[config.mk]
export PLATFORM = sky130hd
export DESIGN_NAME = framed_weight_loader
export DESIGN_NICKNAME = d
export VERILOG_FILES = /design/src/rtl/loader_pkg.sv /design/src/rtl/loader_elem_asm.sv /design/src/rtl/framed_weight_loader.sv
export SDC_FILE = /design/constraint.sdc
export NUM_CORES = 1
export LEC_CHECK = 0
export ABC_CLOCK_PERIOD_IN_PS = 9200
export CAP_MARGIN = 0
export CORE_MARGIN = 5
export CORE_UTILIZATION = 30
export DETAILED_ROUTE_END_ITERATION = 8
export GPL_ROUTABILITY_DRIVEN = 0
export PLACE_DENSITY = 0.51
export SKIP_CTS_REPAIR_TIMING = 1
export SYNTH_ARGS = -nofsm -noshare
export SYNTH_HDL_FRONTEND = slang
export SYNTH_SLANG_ARGS = --single-unit
[constraint.sdc]
create_clock -name clk -period 9.2 [get_ports clk]
set_input_delay 2.76 -clock clk [delete_from_list [all_inputs] [get_ports clk]]
set_output_delay 2.76 -clock clk [all_outputs]
set_load 0.02 [all_outputs]
[src/rtl/loader_pkg.sv]
// loader_pkg: shared encodings and LeNet default layout for framed_weight_loader.
//   state_t      : FSM states (IDLE / LOAD / CSUM)
//   err_t        : err_code values (none / checksum / timeout)
//   LOADER_MAGIC : frame start byte
//   LENET_*      : 11-section LeNet layout, section 0 in the least significant slot
package loader_pkg;

    typedef enum logic [1:0] {
        S_IDLE = 2'd0,
        S_LOAD = 2'd1,
        S_CSUM = 2'd2
    } state_t;

    typedef enum logic [1:0] {
        ERR_NONE    = 2'b00,
        ERR_CSUM    = 2'b01,
        ERR_TIMEOUT = 2'b10
    } err_t;

    localparam logic [7:0] LOADER_MAGIC = 8'hA5;
    localparam int LENET_NUM_SEC = 11;

    // Sections: conv1 w/b, conv2 w/b, fc1 w/b, fc2 w/b, fc3 w/b, tanh LUT.
    // Weights are int8, biases int32, LUT entries unsigned bytes.
    localparam logic [11*20-1:0] LENET_SEC_LEN = {
        20'd256, 20'd40, 20'd840, 20'd336, 20'd10080, 20'd480,
        20'd48000, 20'd64, 20'd2400, 20'd24, 20'd150
    };
    localparam logic [11*3-1:0] LENET_SEC_EBYTES = {
        3'd1, 3'd4, 3'd1, 3'd4, 3'd1, 3'd4, 3'd1, 3'd4, 3'd1, 3'd4, 3'd1
    };
    // Conv biases share a RAM (0/6), fc biases share another (0/120/204).
    localparam logic [11*16-1:0] LENET_SEC_BASE = {
        16'd0, 16'd204, 16'd58080, 16'd120, 16'd48000, 16'd0,
        16'd0, 16'd6, 16'd150, 16'd0, 16'd0
    };
    localparam logic [10:0] LENET_SEC_SIGNED = 11'b011_1111_1111;

endpackage

[src/rtl/loader_elem_asm.sv]
// loader_elem_asm: little-endian byte-lane assembly with sign/zero extension.
//   clk, rst : clock, synchronous active-high reset
//   load     : store byte_in into lane
//   lane     : byte position of byte_in within the element
//   byte_in  : incoming byte
//   sgn      : sign-extend the element from byte_in's msb
//   word     : {byte_in, earlier lanes}, lanes above `lane` filled with the extension
module loader_elem_asm #(
    parameter int MAX_BYTES = 4,
    parameter int LW = $clog2(MAX_BYTES)
) (
    input  logic                   clk,
    input  logic                   rst,
    input  logic                   load,
    input  logic [LW-1:0]          lane,
    input  logic [7:0]             byte_in,
    input  logic                   sgn,
    output logic [8*MAX_BYTES-1:0] word
);

    logic [7:0] held [MAX_BYTES];

    always_ff @(posedge clk) begin
        if (rst)
            for (int j = 0; j < MAX_BYTES; j++) held[j] <= 8'h00;
        else if (load)
            held[lane] <= byte_in;
    end

    // The element's last byte arrives live, so it is merged combinationally.
    always_comb begin
        word = '0;
        for (int j = 0; j < MAX_BYTES; j++)
            word[j*8 +: 8] = (j == int'(lane)) ? byte_in :
                             (j <  int'(lane)) ? held[j] : {8{sgn & byte_in[7]}};
    end

endmodule

[src/rtl/framed_weight_loader.sv]
// framed_weight_loader: framed UART byte stream to a generic element write port.
//   clk, rst          : clock, synchronous active-high reset
//   rx_data, rx_ready : received byte and its one-cycle strobe
//   wr_en             : one-cycle element write strobe (1 cycle after the last byte)
//   wr_sec, wr_addr   : section id and SEC_BASE[sec] + element index
//   wr_data           : assembled, extended element
//   busy              : frame in progress
//   transfer_done     : frame ended with a good checksum (sticky until MAGIC/rst)
//   error, err_code   : checksum or timeout abort (sticky until MAGIC/rst)
//   progress          : payload bytes accepted in the current frame
module framed_weight_loader import loader_pkg::*; #(
    parameter int                    NUM_SEC     = LENET_NUM_SEC,
    parameter logic [NUM_SEC*20-1:0] SEC_LEN     = LENET_SEC_LEN,
    parameter logic [NUM_SEC*3-1:0]  SEC_EBYTES  = LENET_SEC_EBYTES,
    parameter logic [NUM_SEC*16-1:0] SEC_BASE    = LENET_SEC_BASE,
    parameter logic [NUM_SEC-1:0]    SEC_SIGNED  = LENET_SEC_SIGNED,
    parameter logic [7:0]            MAGIC       = LOADER_MAGIC,
    parameter int                    TIMEOUT_CYC = 10_000_000,
    parameter int                    PROG_W      = 20
) (
    input  logic              clk,
    input  logic              rst,
    input  logic [7:0]        rx_data,
    input  logic              rx_ready,
    output logic              wr_en,
    output logic [3:0]        wr_sec,
    output logic [15:0]       wr_addr,
    output logic [31:0]       wr_data,
    output logic              busy,
    output logic              transfer_done,
    output logic              error,
    output logic [1:0]        err_code,
    output logic [PROG_W-1:0] progress
);

    state_t      state, state_nx;
    logic [3:0]  sec;
    logic [19:0] byte_in_sec;
    logic [1:0]  byte_idx;
    logic [15:0] elem_idx;
    logic [7:0]  csum;
    logic [31:0] gap;
    logic [31:0] asm_word;

    // Section tables padded to 16 entries so a 4-bit sec indexes them cleanly.
    logic [19:0] len_a  [16];
    logic [2:0]  eb_a   [16];
    logic [15:0] base_a [16];
    logic        sgn_a  [16];

    for (genvar i = 0; i < 16; i++) begin : g_sec
        if (i < NUM_SEC) begin : g_on
            assign len_a[i]  = SEC_LEN[i*20 +: 20];
            assign eb_a[i]   = SEC_EBYTES[i*3 +: 3];
            assign base_a[i] = SEC_BASE[i*16 +: 16];
            assign sgn_a[i]  = SEC_SIGNED[i];
        end else begin : g_off
            assign len_a[i]  = '0;
            assign eb_a[i]   = '0;
            assign base_a[i] = '0;
            assign sgn_a[i]  = 1'b0;
        end
    end

    logic is_magic, elem_last, sec_last, last_sec, timeout, load_byte;

    assign is_magic  = rx_ready && rx_data == MAGIC;
    assign elem_last = {1'b0, byte_idx} == eb_a[sec] - 3'd1;
    assign sec_last  = byte_in_sec == len_a[sec] - 20'd1;
    assign last_sec  = sec == 4'(NUM_SEC - 1);
    assign load_byte = state == S_LOAD && rx_ready;
    // A byte arriving on the final allowed idle cycle still counts.
    assign timeout   = (TIMEOUT_CYC != 0) && !rx_ready && gap == 32'(TIMEOUT_CYC - 1);

    loader_elem_asm #(.MAX_BYTES(4)) u_asm (
        .clk     (clk),
        .rst     (rst),
        .load    (load_byte),
        .lane    (byte_idx),
        .byte_in (rx_data),
        .sgn     (sgn_a[sec]),
        .word    (asm_word)
    );

    always_ff @(posedge clk) begin
        if (rst) state <= S_IDLE;
        else     state <= state_nx;
    end

    always_comb begin
        state_nx = state;
        case (state)
            S_IDLE:  state_nx = is_magic ? S_LOAD : S_IDLE;
            S_LOAD:  state_nx = timeout ? S_IDLE :
                                (rx_ready && sec_last && last_sec) ? S_CSUM : S_LOAD;
            S_CSUM:  state_nx = (timeout || rx_ready) ? S_IDLE : S_CSUM;
            default: state_nx = S_IDLE;
        endcase
    end

    always_comb busy = state != S_IDLE;

    always_ff @(posedge clk) begin
        if (rst) begin
            wr_en         <= 1'b0;
            wr_sec        <= '0;
            wr_addr       <= '0;
            wr_data       <= '0;
            transfer_done <= 1'b0;
            error         <= 1'b0;
            err_code      <= ERR_NONE;
            progress      <= '0;
            sec           <= '0;
            byte_in_sec   <= '0;
            byte_idx      <= '0;
            elem_idx      <= '0;
            csum          <= '0;
            gap           <= '0;
        end else begin
            wr_en <= 1'b0;
            if (state == S_IDLE) begin
                if (is_magic) begin
                    transfer_done <= 1'b0;
                    error         <= 1'b0;
                    err_code      <= ERR_NONE;
                    progress      <= '0;
                    sec           <= '0;
                    byte_in_sec   <= '0;
                    byte_idx      <= '0;
                    elem_idx      <= '0;
                    csum          <= '0;
                    gap           <= '0;
                end
            end else if (timeout) begin
                error    <= 1'b1;
                err_code <= ERR_TIMEOUT;
            end else if (rx_ready) begin
                gap <= '0;
                if (state == S_LOAD) begin
                    csum        <= csum + rx_data;
                    progress    <= progress + PROG_W'(1);
                    byte_idx    <= elem_last ? 2'd0 : byte_idx + 2'd1;
                    byte_in_sec <= byte_in_sec + 20'd1;
                    if (elem_last) begin
                        wr_en    <= 1'b1;
                        wr_sec   <= sec;
                        wr_addr  <= base_a[sec] + elem_idx;
                        wr_data  <= asm_word;
                        elem_idx <= elem_idx + 16'd1;
                    end
                    // Section lengths are whole elements, so this coincides with elem_last.
                    if (sec_last) begin
                        sec         <= sec + 4'd1;
                        elem_idx    <= '0;
                        byte_in_sec <= '0;
                    end
                end else if (rx_data == csum) begin
                    transfer_done <= 1'b1;
                end else begin
                    error    <= 1'b1;
                    err_code <= ERR_CSUM;
                end
            end else begin
                gap <= gap + 32'd1;
            end
        end
    end

endmodule
==> impl_metrics.py <==
metrics = {
    "cells_and_area": {
        "syn_to_final_growth_pct": 18.9,
        "multiInputGateArea_mm2": 0.00555,
        "layout_commonest_cell": "sky130_fd_sc_hd__dfxtp_1",
        "regArea_mm2": 0.00394,
        "layout-drive-gt1-share": 0.0550,
        "final_net_count": 1272,
        "layout_common_cells": "sky130_fd_sc_hd__dfxtp_1, sky130_fd_sc_hd__nand2_1, sky130_fd_sc_hd__nor2_1",
        "fillers": 3387,
        "antenna_diode_count": 0,
    },
    "worst_setup_path": {
        "critical_path.n_buffers_inverters": 1,
        "cp-start-kind": "input port",
        "critical_path_required_ps": 9490,
        "path_delay_family": "simple AND/OR/NAND/NOR gates",
        "worst_path_largest_cell_delay_ps": 1000,
        "worst-path-max-fanout": 9,
        "cp_cell_sequence": "clkdlybuf4s50_1 > nand4bb_1 > nor3_1 > nand2b_1 > nand4_1 > nor3_1 > nand4_1 > xor2_1 > nor2_1",
        "crit_path_end_kind": "flop",
        "path_class": "input port to flop",
        "critical-path-slowest-cell": "sky130_fd_sc_hd__nor3_1",
        "worst_ep_arrival_time_ps": 6200,
    },
    "clocking": {
        "clock_latency_ps": 440,
        "clock_tree.root_cell": "sky130_fd_sc_hd__clkbuf_16",
        "cts.path.max_buffers": 2,
        "clock_tree.htree_level_count": 4,
        "clock_sinks": 185,
        "cts.clk_slew.worst_paths_ps": 70,
        "tritoncts": "yes",
        "tritoncts.num_buffers": 17,
    },
    "sta": {
        "hold_viol_final": 0,
        "tightestPinTransition_ps": 1220,
        "setup_viol": 0,
        "fin_ws_ps": 3290,
        "unrepaired_setup_endpoints_after_global_routing": "false",
        "final.min_clock_period_ps": 5910,
        "finalCritPeriodShare": 0.642,
        "fin_setup_tns_ps": 0,
        "max_slew_margin": 0.181,
        "worst_clock_skew_ps": 11.7,
        "fmax_mhz": 169,
        "maxSlewViolCount": 0,
    },
    "routing": {
        "detail_route.wirelength_um": 25900,
        "dr.first_iter.drc_count": 449,
        "routedWlPerCell_um": 15.4,
        "via_count": 8344,
        "first_pass_iters": 5,
        "antenna_left": 0,
        "post-route-drc-count": 0,
        "via_per_inst": 4.97,
    },
    "power": {
        "ir_worst_vdd_mv": 0.122,
        "power_mw": 1.61,
        "p_per_area_mw_per_mm2": 138,
        "p_leak_nw": 4.16,
    },
    "floorplanning": {
        "num_io_pins": 89,
        "placeable_core_region_mm2": 0.0325,
        "die_width_um": 191,
        "fp.dieH_um": 191,
        "initial_utilization": 0.303,
        "rows": 66,
        "floorplan_die_area_mm2": 0.0365,
    },
    "job": {
        "timing.max_cap.violations": 0,
    },
    "placement": {
        "pre_cts_ws_ps": 2740,
        "placement.io_buffers": 88,
        "post-dp-hpwl_um": 18400,
    },
    "global_routing": {
        "grt_start_max_net_pins": 70,
        "gr-usage-all-layers": 0.143,
        "antenna_found_initial": 0,
        "overflow": 0,
        "grt_first_pass_wirelength_um": 42600,
        "via_count_of_the_first_global_routing_pass": 7846,
    },
    "synth": {
        "yosysWarningCount": 0,
        "synth_cell_type_count": 78,
        "yosys_register_bits": 185,
        "synth_top_cell_area_share": 0.328,
        "synth_nets": 1216,
        "synth-seq-area-share": 0.401,
        "synth_edf_count": 24,
        "async_flop_share": 0,
        "yosys_most_used_dff": "sky130_fd_sc_hd__dfxtp_1",
        "ys_top_cells_by_area": "sky130_fd_sc_hd__dfxtp_1, sky130_fd_sc_hd__edfxtp_1, sky130_fd_sc_hd__a21oi_1",
        "yosysTopAreaCell": "sky130_fd_sc_hd__dfxtp_1",
        "netlist_instances": 1168,
        "post_synthesis_instance_area_mm2": 0.00983,
        "average_cell_area_after_synthesis_um2": 8.42,
    },
    "worst_hold_path": {
        "holdCritPathClass": "flop to flop",
    },
    "run_status": {
        "run_status": "completed",
    },
}
-- path summary, 6_finish.rpt --
path | slack, ps | cells past startpoint | from | end
worst max register to register | 4860 | 10 | sec[1] | elem_idx[0]
worst min register to register | 450 | 2 | wr_addr[5] | wr_addr[5]
worst max-delay path | 3290 | 9 | rx_data[5] | gap[29]
worst min-delay path | 450 | 2 | wr_addr[5] | wr_addr[5]
-- metrics by stage --
step / utilization / hold slack (ps) / std cells / area (um^2)
finish: 0.360 / 450 / 1679 / 11700
global route: 0.360 / 475 / 1679 / 11700
CTS: 0.360 / 454 / 1679 / 11700
detailed placement: 0.342 / 444 / 1647 / 11100
global placement: 0.342 / 439 / 1647 / 11100
floorplan: - / 436 / 1168 / 9830
-- synth_stat cells (all sizes together) (5+ instances only) --
| master | n |
|---|---|
| nor3 | 26 |
| a21o | 12 |
| and2 | 33 |
| dfxtp | 161 |
| mux2i | 13 |
| and3 | 17 |
| or4 | 7 |
| edfxtp | 24 |
| o211ai | 6 |
| or2 | 7 |
| nor2b | 7 |
| a31oi | 17 |
| nand2 | 138 |
| buf | 17 |
| xor2 | 44 |
| a21oi | 106 |
| ha | 35 |
| nand2b | 15 |
| nor2 | 121 |
| xnor2 | 36 |
| nand4 | 27 |
| a22oi | 8 |
| a211oi | 20 |
| nand3 | 38 |
| inv | 25 |
| clkbuf | 45 |
| a22o | 8 |
| nor4b | 5 |
| nand3b | 9 |
| nor4 | 10 |
| o21ai | 51 |
| or3 | 15 |
-- metal layers --
layer  share of wire  GRT usage
met2            0.44      0.219
met5               0          0
met1            0.51      0.207
met3           0.041     0.0294
met4          0.0086     0.0329
-- cell families (layout without fill, tap and decap cells) --
family          after synthesis  count (layout)  share of synthesized area
fa+ha+maj                    37              37                     0.0486
flops                       185             185                      0.401
compound gates              270             270                      0.177
xor+xnor                     81              81                     0.0735
mux                          13              13                     0.0132
simple gates                495             495                      0.252
buf+inv                      87             156                     0.0352
-- where the power goes --
| group | total, mW | switching, mW | internal, mW |
|---|---|---|---|
| registers | 0.823 | 0.00143 | 0.821 |
| logic | 0.0448 | 0.0328 | 0.0120 |
| clock network | 0.744 | 0.333 | 0.412 |
-- state kept, by name (all words and copies together) (netlist names), 2 cells and up --
register     cells
gap             32
wr_data         32
u_asm.held      24
byte_in_sec     20
progress        20
elem_idx        16
wr_addr         16
csum             8
sec              4
wr_sec           4
byte_idx         2
err_code         2
state            2
-- cell type report --
cell class,count,area share
multi-input cells,896,0.475
flip-flops and latches,185,0.337
clock buffers,20,0.0382
well taps,442,0.0473
inverters,25,0.00803
repair buffers,99,0.0820
clock inverters,12,0.0122
-- tightest hold or removal path, delay by kind of cell (launching register included) --
kind / cells / cell delay [ps]
flops: 1 / 310
simple gates: 1 / 50
compound gates: 1 / 50
(Power assumes the default switching activity.)
